==> src/rtl/mem_arbiter_pkg.sv <==
// mem_arbiter_pkg: memory_unit widths and func codes shared by the arbiter slice.
// Func encodings must track memory_unit's GET_CONTENTS/SET_CONTENTS/GET_FREE.
package mem_arbiter_pkg;

    localparam int MEM_ADDR_W = 10;
    localparam int MEM_DATA_W = 64;
    localparam int FUNC_W     = 2;

    typedef logic [FUNC_W-1:0] func_t;

    localparam func_t GET_CONTENTS = 2'd0;
    localparam func_t SET_CONTENTS = 2'd1;
    localparam func_t GET_FREE     = 2'd2;

endpackage

==> src/rtl/mem_arbiter_if.sv <==
// mem_arbiter_if: client command/ack pairs, shared response and memory_unit port.
// slave = arbiter view, master = client/memory environment view.
interface mem_arbiter_if
    import mem_arbiter_pkg::*;
#(
    parameter int ADDR_W = MEM_ADDR_W,
    parameter int DATA_W = MEM_DATA_W
);

    logic              c0_req;
    func_t             c0_func;
    logic [ADDR_W-1:0] c0_addr;
    logic [DATA_W-1:0] c0_wdata;
    logic              c0_ack;

    logic              c1_req;
    func_t             c1_func;
    logic [ADDR_W-1:0] c1_addr;
    logic [DATA_W-1:0] c1_wdata;
    logic              c1_ack;

    logic [DATA_W-1:0] rsp_data;
    logic [ADDR_W-1:0] rsp_addr;
    logic              err;

    logic              mem_execute;
    func_t             mem_func;
    logic [ADDR_W-1:0] mem_addr;
    logic [DATA_W-1:0] mem_wdata;
    logic [DATA_W-1:0] mem_rdata;
    logic [ADDR_W-1:0] mem_raddr;
    logic              mem_ready;

    modport slave (
        input  c0_req, c0_func, c0_addr, c0_wdata,
        input  c1_req, c1_func, c1_addr, c1_wdata,
        input  mem_rdata, mem_raddr, mem_ready,
        output c0_ack, c1_ack, rsp_data, rsp_addr, err,
        output mem_execute, mem_func, mem_addr, mem_wdata
    );

    modport master (
        output c0_req, c0_func, c0_addr, c0_wdata,
        output c1_req, c1_func, c1_addr, c1_wdata,
        output mem_rdata, mem_raddr, mem_ready,
        input  c0_ack, c1_ack, rsp_data, rsp_addr, err,
        input  mem_execute, mem_func, mem_addr, mem_wdata
    );

endinterface

==> src/rtl/mem_arb_rr.sv <==
// mem_arb_rr: 2-way round-robin pick; on a tie the client not granted last time wins.
module mem_arb_rr (
    input  logic [1:0] req_i,
    input  logic       last_i,
    output logic       vld_o,
    output logic       gnt_o
);

    assign vld_o = |req_i;

    always_comb begin
        gnt_o = 1'b0;
        unique case (1'b1)
            (req_i == 2'b11): gnt_o = ~last_i;
            (req_i == 2'b10): gnt_o = 1'b1;
            default:          gnt_o = 1'b0;
        endcase
    end

endmodule

==> src/rtl/mem_arbiter.sv <==
// mem_arbiter: two-client round-robin front end for memory_unit, one command in flight.
// Define MEM_ARB_TIMEOUT_EN for the WAIT watchdog with sticky err.
module mem_arbiter
    import mem_arbiter_pkg::*;
#(
    parameter int ADDR_W         = MEM_ADDR_W,
    parameter int DATA_W         = MEM_DATA_W,
    parameter int TIMEOUT_CYCLES = 64
) (
    input logic          clk,
    input logic          rst,
    mem_arbiter_if.slave bus
);

    localparam logic [1:0] S_IDLE  = 2'd0;
    localparam logic [1:0] S_ISSUE = 2'd1;
    localparam logic [1:0] S_WAIT  = 2'd2;
    localparam logic [1:0] S_DONE  = 2'd3;

    logic [1:0]        state_q, state_d;
    logic              gnt_q, gnt_d;
    logic              last_q, last_d;
    func_t             func_q, func_d;
    logic [ADDR_W-1:0] addr_q, addr_d;
    logic [DATA_W-1:0] wdata_q, wdata_d;
    logic [DATA_W-1:0] rdata_q, rdata_d;
    logic [ADDR_W-1:0] raddr_q, raddr_d;
    logic              pick_vld;
    logic              pick;
    logic              timeout;

    mem_arb_rr u_rr (
        .req_i  ({bus.c1_req, bus.c0_req}),
        .last_i (last_q),
        .vld_o  (pick_vld),
        .gnt_o  (pick)
    );

`ifdef MEM_ARB_TIMEOUT_EN
    localparam int CNT_W = $clog2(TIMEOUT_CYCLES + 1);

    logic [CNT_W-1:0] cnt_q, cnt_d;
    logic             err_q, err_d;

    assign timeout = (cnt_q == CNT_W'(TIMEOUT_CYCLES - 1));

    always_comb begin
        cnt_d = cnt_q;
        err_d = err_q;
        if (state_q == S_ISSUE) begin
            cnt_d = '0;
        end else if (state_q == S_WAIT && !bus.mem_ready) begin
            if (timeout) err_d = 1'b1;
            else         cnt_d = cnt_q + 1'b1;
        end
    end

    always_ff @(posedge clk or negedge rst) begin
        if (!rst) begin
            cnt_q <= '0;
            err_q <= 1'b0;
        end else begin
            cnt_q <= cnt_d;
            err_q <= err_d;
        end
    end

    assign bus.err = err_q;
`else
    assign timeout = 1'b0;
    assign bus.err = 1'b0;
`endif

    always_comb begin
        state_d = state_q;
        gnt_d   = gnt_q;
        last_d  = last_q;
        func_d  = func_q;
        addr_d  = addr_q;
        wdata_d = wdata_q;
        rdata_d = rdata_q;
        raddr_d = raddr_q;
        unique case (state_q)
            S_IDLE: begin
                if (bus.mem_ready && pick_vld) begin
                    gnt_d   = pick;
                    func_d  = pick ? bus.c1_func  : bus.c0_func;
                    addr_d  = pick ? bus.c1_addr  : bus.c0_addr;
                    wdata_d = pick ? bus.c1_wdata : bus.c0_wdata;
                    state_d = S_ISSUE;
                end
            end
            S_ISSUE: state_d = S_WAIT;
            S_WAIT: begin
                if (bus.mem_ready) begin
                    rdata_d = bus.mem_rdata;
                    raddr_d = bus.mem_raddr;
                    state_d = S_DONE;
                end else if (timeout) begin
                    // give up but still ack so the client unblocks
                    state_d = S_DONE;
                end
            end
            S_DONE: begin
                last_d  = gnt_q;
                state_d = S_IDLE;
            end
            default: state_d = S_IDLE;
        endcase
    end

    always_ff @(posedge clk or negedge rst) begin
        if (!rst) begin
            state_q <= S_IDLE;
            gnt_q   <= 1'b0;
            last_q  <= 1'b1;
            func_q  <= '0;
            addr_q  <= '0;
            wdata_q <= '0;
            rdata_q <= '0;
            raddr_q <= '0;
        end else begin
            state_q <= state_d;
            gnt_q   <= gnt_d;
            last_q  <= last_d;
            func_q  <= func_d;
            addr_q  <= addr_d;
            wdata_q <= wdata_d;
            rdata_q <= rdata_d;
            raddr_q <= raddr_d;
        end
    end

    assign bus.mem_execute = (state_q == S_ISSUE);
    assign bus.mem_func    = func_q;
    assign bus.mem_addr    = addr_q;
    assign bus.mem_wdata   = wdata_q;
    assign bus.c0_ack      = (state_q == S_DONE) && !gnt_q;
    assign bus.c1_ack      = (state_q == S_DONE) && gnt_q;
    assign bus.rsp_data    = rdata_q;
    assign bus.rsp_addr    = raddr_q;

endmodule
==> src/flat_wrapper.sv <==
// flat-port wrapper written by rule: the top's interface ports become plain ports
module mem_arbiter_flat import mem_arbiter_pkg::*;
#(
    parameter int ADDR_W         = MEM_ADDR_W,
    parameter int DATA_W         = MEM_DATA_W,
    parameter int TIMEOUT_CYCLES = 64
)
  (clk, rst, bus_c0_req, bus_c0_func, bus_c0_addr, bus_c0_wdata, bus_c1_req, bus_c1_func, bus_c1_addr, bus_c1_wdata, bus_mem_rdata, bus_mem_raddr, bus_mem_ready, bus_c0_ack, bus_c1_ack, bus_rsp_data, bus_rsp_addr, bus_err, bus_mem_execute, bus_mem_func, bus_mem_addr, bus_mem_wdata);
  mem_arbiter_if #(.ADDR_W(ADDR_W), .DATA_W(DATA_W)) bus_i ();
  input logic clk;
  input logic rst;
  input wire logic [$bits(bus_i.c0_req)-1:0] bus_c0_req;
  input wire logic [$bits(bus_i.c0_func)-1:0] bus_c0_func;
  input wire logic [$bits(bus_i.c0_addr)-1:0] bus_c0_addr;
  input wire logic [$bits(bus_i.c0_wdata)-1:0] bus_c0_wdata;
  input wire logic [$bits(bus_i.c1_req)-1:0] bus_c1_req;
  input wire logic [$bits(bus_i.c1_func)-1:0] bus_c1_func;
  input wire logic [$bits(bus_i.c1_addr)-1:0] bus_c1_addr;
  input wire logic [$bits(bus_i.c1_wdata)-1:0] bus_c1_wdata;
  input wire logic [$bits(bus_i.mem_rdata)-1:0] bus_mem_rdata;
  input wire logic [$bits(bus_i.mem_raddr)-1:0] bus_mem_raddr;
  input wire logic [$bits(bus_i.mem_ready)-1:0] bus_mem_ready;
  output wire logic [$bits(bus_i.c0_ack)-1:0] bus_c0_ack;
  output wire logic [$bits(bus_i.c1_ack)-1:0] bus_c1_ack;
  output wire logic [$bits(bus_i.rsp_data)-1:0] bus_rsp_data;
  output wire logic [$bits(bus_i.rsp_addr)-1:0] bus_rsp_addr;
  output wire logic [$bits(bus_i.err)-1:0] bus_err;
  output wire logic [$bits(bus_i.mem_execute)-1:0] bus_mem_execute;
  output wire logic [$bits(bus_i.mem_func)-1:0] bus_mem_func;
  output wire logic [$bits(bus_i.mem_addr)-1:0] bus_mem_addr;
  output wire logic [$bits(bus_i.mem_wdata)-1:0] bus_mem_wdata;
  assign bus_i.c0_req = bus_c0_req;
  assign bus_i.c0_func = bus_c0_func;
  assign bus_i.c0_addr = bus_c0_addr;
  assign bus_i.c0_wdata = bus_c0_wdata;
  assign bus_i.c1_req = bus_c1_req;
  assign bus_i.c1_func = bus_c1_func;
  assign bus_i.c1_addr = bus_c1_addr;
  assign bus_i.c1_wdata = bus_c1_wdata;
  assign bus_i.mem_rdata = bus_mem_rdata;
  assign bus_i.mem_raddr = bus_mem_raddr;
  assign bus_i.mem_ready = bus_mem_ready;
  assign bus_c0_ack = bus_i.c0_ack;
  assign bus_c1_ack = bus_i.c1_ack;
  assign bus_rsp_data = bus_i.rsp_data;
  assign bus_rsp_addr = bus_i.rsp_addr;
  assign bus_err = bus_i.err;
  assign bus_mem_execute = bus_i.mem_execute;
  assign bus_mem_func = bus_i.mem_func;
  assign bus_mem_addr = bus_i.mem_addr;
  assign bus_mem_wdata = bus_i.mem_wdata;
  mem_arbiter #(.ADDR_W(ADDR_W), .DATA_W(DATA_W), .TIMEOUT_CYCLES(TIMEOUT_CYCLES)) u_core (.clk(clk), .rst(rst), .bus(bus_i));
endmodule
==> config.mk <==
export PLATFORM = sky130hd
export DESIGN_NAME = mem_arbiter_flat
export DESIGN_NICKNAME = d
export VERILOG_FILES = /design/src/rtl/mem_arbiter_pkg.sv /design/src/rtl/mem_arbiter_if.sv /design/src/rtl/mem_arb_rr.sv /design/src/rtl/mem_arbiter.sv /design/src/flat_wrapper.sv
export SDC_FILE = /design/constraint.sdc
export NUM_CORES = 1
export LEC_CHECK = 0
export CORE_AREA = 2 2 150 152
export DETAILED_ROUTE_END_ITERATION = 12
export DIE_AREA = 0 0 152 154
export GPL_TIMING_DRIVEN = 0
export MAX_ROUTING_LAYER = met4
export PLACE_DENSITY_LB_ADDON = 0.2
export SYNTH_ARGS = -nofsm -noshare
export SYNTH_HDL_FRONTEND = slang
export SYNTH_SLANG_ARGS = --single-unit
==> constraint.sdc <==
create_clock -name clk -period 1.75 [get_ports clk]
set_input_delay 0.35 -clock clk [delete_from_list [all_inputs] [get_ports clk]]
set_output_delay 0.35 -clock clk [all_outputs]
set_load 0.01 [all_outputs]
==> impl_metrics.env <==
export IMPL_worst_endpoint_required_ns=1.40
export IMPL_async_flop_share_pct=100
export IMPL_crit_chain="clkdlybuf4s50_1"
export IMPL_synth_area_um2=6410
export IMPL_dieArea_um2=23400
export IMPL_regToRegEndpoint="u_core.bus.rsp_data[23]"
export IMPL_final_util_pct=52.2
export IMPL_hold_violations=0
export IMPL_slowest_delay_ns=0.57
export IMPL_worst_path_buf_inv=1
export IMPL_antenna_found_initial=0
export IMPL_cts_num_sinks=154
export IMPL_startpoint="u_core.bus.mem_wdata[53]"
export IMPL_yosysTopAreaCell="dfrtp_1"
export IMPL_synth_avg_cell_area_um2=10.8
export IMPL_switchingPower_mw=6.09
export IMPL_drt_wl_total_mm=22.2
export IMPL_drt_wirelength_per_cell_um=17.2
export IMPL_seqPwrFrac_pct=33.9
export IMPL_tns_ns=0
export IMPL_status="finished clean"
export IMPL_rows=54
export IMPL_cp_depth=1
export IMPL_drt_iter0_markers=336
export IMPL_track_usage_pct=19.5
export IMPL_drive_above_1_share_pct=15.4
export IMPL_clock_fmax_mhz=589
export IMPL_hp_class="input port to asynchronous set/reset pin"
export IMPL_antenna_cells=0
export IMPL_fin_cells=1293
export IMPL_gr_total_overflow=0
export IMPL_cts_inserted_buffers=17
export IMPL_powerDensity_nw_per_um2=1650
export IMPL_ys_types=21
export IMPL_synth_edf_count=0
export IMPL_root_buffer="clkbuf_16"
export IMPL_clock_latency_ns=0.42
export IMPL_worst_pin_slew_ns=0.575
export IMPL_fp_dieH_um=154
export IMPL_ys_warn_count=0
export IMPL_cp_end_kind="output pin"
export IMPL_post_dp_hpwl_mm=16.9
export IMPL_worst_path_max_fanout=2
export IMPL_area_delta_synth_final_pct=76.7
export IMPL_leakage_nw=4.83
export IMPL_synth_common_cells="dfrtp_1, nand2_1, a31oi_1, mux2_2, nor2_1"
export IMPL_critPathArrivalTime_ns=1.35
export IMPL_gp_congestion=0.833
export IMPL_first_pass_iters=4
export IMPL_drv_cap=0
export IMPL_peakVddDrop_v=0.000695
export IMPL_fin_crit_ns=1.70
export IMPL_clk_path_buf_depth=2
export IMPL_fin_nets=1236
export IMPL_core_area_um2=21700
export IMPL_port_buffers=383
export IMPL_synthTopCellsByArea="dfrtp_1, mux2_2, nand2_1, a31oi_1, nor2_1"
export IMPL_grt_pass1_vias=6208
export IMPL_p_int_mw=12.6
export IMPL_syn_inst=594
export IMPL_clkTransAtPathRegs_ns=0.07
export IMPL_slew_violations=0
export IMPL_avgViaCountPerCell=4.62
export IMPL_r2r_slack_ns=0.07
export IMPL_relSlewSlack_pct=61.7
export IMPL_cts_tree="yes"
export IMPL_critical_path_top_delay_family="buffers and inverters"
export IMPL_p_comb_share_pct=46.7
export IMPL_htreeDepth=4
export IMPL_ant_nets=0
export IMPL_ios=385
export IMPL_start_util_pct=29.6
export IMPL_grt_max_degree=87
export IMPL_switching_share_pct=32.6
export IMPL_period_share_pct=97.1
export IMPL_yosysSeqAreaShare_pct=60.1
export IMPL_rsz0062_at_grt="yes"
export IMPL_synth_ff_type="dfrtp_1"
export IMPL_crit_end="bus_mem_wdata[53]"
export IMPL_fin_skew_ns=0.0158
export IMPL_worst_r2r_path_depth=6
export IMPL_drc=0
export IMPL_die_w_um=152
export IMPL_num_vias=5968
export IMPL_dp_cells=1258
export IMPL_syn_num_nets=829
export IMPL_final_area_um2=11300
export IMPL_grt_pass1_wl_mm=34.6
export IMPL_path_class="flip-flop to output pin"
export IMPL_setup_viol=0
export IMPL_cp_slowest_cell="clkdlybuf4s50_1"
export IMPL_synth_top_area_share_pct=59.7
export IMPL_r2r_start="u_core.state_q[0]"
export IMPL_ys_ff_latch=154
export IMPL_placed_area_um2=10600
export IMPL_power_frac_clock_pct=19.4
export IMPL_cp_start_kind="flip-flop"
[flip-flops by register name, summed over array words and instances (netlist names)]
register              count
u_core.last_q             1
u_core.bus.mem_func       2
u_core.bus.rsp_data      64
u_core.state_q            2
u_core.bus.mem_wdata     64
u_core.bus.mem_addr      10
u_core.bus.rsp_addr      10
u_core.gnt_q              1
[cells in the final DEF, fill, tap and decap left out, drive strengths merged, types with 2 or more instances in the layout]
master,Yosys,layout
buf,35,39
dfrtp,153,153
clkbuf,7,29
a31oi,76,76
ha,4,4
clkinvlp,0,4
dlygate4sd2,0,2
nor2b,2,2
o21ai,2,2
mux2,77,77
inv,2,9
clkdlybuf4s50,0,366
nand2,153,153
nor2,76,76
dlymetal6s2s,0,11
[how the worst min path moves through the flow]
stage / startpoint / endpoint / slack (ns) / cells after the start
after global routing: bus_c0_wdata[51] / u_core.bus.mem_wdata[51] / 0.47 / 3
after detailed placement: rst / u_core.bus.mem_addr[6] / 0.35 / 1
final: rst / u_core.bus.mem_addr[6] / 0.46 / 2
after floorplan: rst / u_core.bus.mem_addr[0] / 0.05 / 0
after CTS: bus_c1_wdata[52] / u_core.bus.mem_wdata[52] / 0.46 / 3
after global placement: u_core.bus.rsp_data[31] / u_core.bus.rsp_data[31] / 0.49 / 1
[cells by family after synthesis]
logic type      Yosys count  synth area share (%)
other cells               1                0.0585
compound gates           82                  8.20
buf+inv                  44                  3.59
fa+ha+maj                 4                 0.781
flops                   154                  60.1
simple gates            232                  13.7
mux                      77                  13.5
[timing repair]
| action | 4_1_cts | 5_1_grt |
|---|---|---|
| hold buffers | 1 | 0 |
| setup buffers | 3 | 0 |
| endpoints found under the setup margin | 118 | 105 |
| hold endpoints to repair | 68 | 0 |
| pin swaps | 1 | 0 |
| resized for setup | 31 | 27 |
[cell type report]
type,count,area [um2]
Tap cell,280,350
Fill cell,2002,10400
Inverter,2,7.51
Timing Repair Buffer,388,3910
Sequential cell,154,3850
Clock inverter,13,131
Multi-Input combinational cell,396,2330
Buffer,42,305
Clock buffer,18,439
[worst register-to-register path, cell delays in order, from the launching register on]
cell and delay [ns]:
dfrtp_1 0.39, inv_1 0.08, ha_1 0.24, nand2_2 0.12, buf_6 0.18, buf_4 0.21
mux2_2 0.35
[power groups by stage]
stage	combinational [mW]	sequential, mW	clock (mW)
after global routing	9.41	6.57	3.89
after CTS	8.85	6.34	3.74
after floorplan	2.80	7.17	0
after detailed placement	8.75	6.39	0
after global placement	8.72	6.31	0
final	8.72	6.32	3.63
[per-stage QoR]
stage	power (mW)	setup WS (ns)	hold slack (ns)
after floorplan	9.96	0.196	0.0544
after global placement	15.0	-6.49	0.486
after detailed placement	15.1	-0.402	0.346
after CTS	18.9	0.000331	0.457
after global routing	19.9	-0.0382	0.465
final	18.7	0.0509	0.460
[per-layer routing]
layer | GRT usage (%) | share of wire [%] | up-vias
li1 | - | - | 2824
met1 | 22.8 | 42 | 2846
met2 | 33.1 | 50 | 273
met3 | 6.00 | 7.2 | 25
met4 | 4.85 | 1.6 | 0
met5 | - | 0 | -
No activity file was read; power rests on OpenSTA's default activity.
==> variant, RTL diff (same flow settings) <==
`rdata_q` no longer has a reset.
--- a/src/rtl/mem_arbiter.sv
+++ b/src/rtl/mem_arbiter.sv
@@ -118,5 +118,4 @@
             addr_q  <= '0;
             wdata_q <= '0;
-            rdata_q <= '0;
             raddr_q <= '0;
         end else begin
@@ -127,7 +126,10 @@
             addr_q  <= addr_d;
             wdata_q <= wdata_d;
-            rdata_q <= rdata_d;
             raddr_q <= raddr_d;
         end
+    end
+
+    always_ff @(posedge clk) begin
+        rdata_q <= rdata_d;
     end
 
Function: differs if rst is asserted again (counterexample within 4 cycles, from zero or initial values and one cycle with rst low); with rst held inactive, the same outputs for 4 cycles.
==> variant against the unedited design <==
Critical path depth did not move; global-route usage fell by 0.35 points; synthesized area fell by 6.7%; final area fell by 3.2%; clock power rose by 3%; sequential power fell by 8.2%; worst setup slack got worse by 8.3 ps; power fell by 14%; sequential cell count did not move; sequential share of layout area rose by 4.0 points; wire length fell by 1.6%; critical endpoint is now bus_mem_wdata[59]; largest power group unchanged.
==> variant: results (changes against the unedited design) <==
vias: 5486  # -8.1%
hold_ws_ps: 448  # -12.1 ps
firstDrtPassIters: 4  # unchanged
place_hpwl_mm: 16.4  # -2.5%
finalNetCount: 1176  # -4.9%
grt_pass1_vias: 5649  # -9.0%
synth_area_leaders: "dfrtp_1 (37%), edfxtp_1 (32%), nand2_1 (9.6%)"
drive_gt1_share_pct: 10.5  # -4.9 points
fmax_mhz: 586  # -0.48%
top_layer: "met4"
use_met1_pct: 21.8  # -0.92 points
drt-met1-wl_mm: 8.61  # -7.1%
cp_top_family: "buffers and inverters"
cts_resized: 20  # -35%
avgSynthCellArea_um2: 11.4  # +5.7%
wl_per_cell_um: 17.7  # +3.0%
grt_max_degree: 54  # -38%
finClkSkew_ps: 12.7  # -3.08 ps
grt_usage_pct: 19.2  # -0.35 points
leakagePower_nw: 4.34  # -10%
status: "complete, no violations"
drt-initial-drc-count: 278  # -17%
synthArstFlopShare_pct: 58.4  # -42 points
irDropWorstVdd_mv: 0.626  # -9.9%
synth_edf_count: 64  # +64
ys.flop_type: "dfrtp_1"
tightestPinTransition_ps: 560  # -14.9 ps
post_cts_buffers: 9  # +6
gp_congestion: 0.833  # about the same
gr-usage-met2_pct: 31.4  # -1.7 points
met2_length_mm: 10.6  # -3.7%
io_buffer_count: 383  # unchanged
ys_seq_area_share_pct: 69.8  # +9.7 points
antenna_found_initial: 1  # +1
clockBufferDepth: 2  # unchanged
grt_pass1_wl_mm: 33.2  # -4.0%
cts_root_buffer: "clkbuf_16"
use_met3_pct: 7.50  # +1.5 points
postPlaceCellArea_um2: 10200  # -3.9%
dr_wl_met3_mm: 2.28  # +43%
routed_via_density: 4.44  # -3.8%
synth_cell_type_count: 23  # +9.5%
ys_warn_count: 0  # unchanged
synthTopCellsByCount: "nand2_1 (153), dfrtp_1 (89), nor2_1 (77)"
hold_path_class: "in2async"
syn-num-nets: 759  # -8.4%
-- variant: report_power, final --
group          internal [mW]  total [mW]  switching (mW)
clock                   2.06        3.75            1.69
combinational           3.60        6.46            2.86
sequential              5.17        5.80           0.634
total                   10.8        16.0            5.18
-- variant: cell families after synthesis --
group / count (synthesis) / share of synthesized area (%)
muxes: 13 / 2.45
adders and majority gates: 4 / 0.837
DFF: 154 / 69.8
AOI/OAI and AO/OA: 81 / 8.70
other: 1 / 0.0627
buffers and inverters: 38 / 3.33
and+or+nand+nor: 233 / 14.8
-- variant: final timing paths --
path | from | end | cells past startpoint
setup / recovery | u_core.bus.mem_wdata[59] | bus_mem_wdata[59] | 1
hold / removal | rst | u_core.bus.mem_wdata[3] | 2
setup reg to reg | u_core.state_q[0] | u_core.state_q[1] | 5
hold reg to reg | u_core.bus.rsp_addr[9] | u_core.bus.rsp_addr[9] | 1
max in group asynchronous | rst | u_core.last_q | 3
min in group clk | bus_mem_rdata[29] | u_core.bus.rsp_data[29] | 1
-- variant: worst register-to-register path, stage by stage, from the launching register on --
cell and delay [ps]:
dfrtp_1 410, inv_2 110, ha_2 200, or3b_1 360, a21oi_2 160, mux2_1 330
-- variant: final cells by class --
cell class                      instances  area, µm²
Timing Repair Buffer                  395       3950
Buffer                                 35        238
Multi-Input combinational cell        332       1630
Timing Repair inverter                  3       22.5
Clock inverter                         14        155
Inverter                                3       15.0
Tap cell                              280        350
Sequential cell                       154       4180
Fill cell                            2022      10700
Antenna cell                            1       2.50
Clock buffer                           18        439
-- variant: per-stage QoR --
step	power (mW)	worst slack [ps]
2_1_floorplan	8.39	-350
3_3_place_gp	12.2	-3350
3_5_place_dp	12.3	-1150
4_1_cts	16.2	6.34
5_1_grt	17.0	-0.708
6_report	16.0	42.6
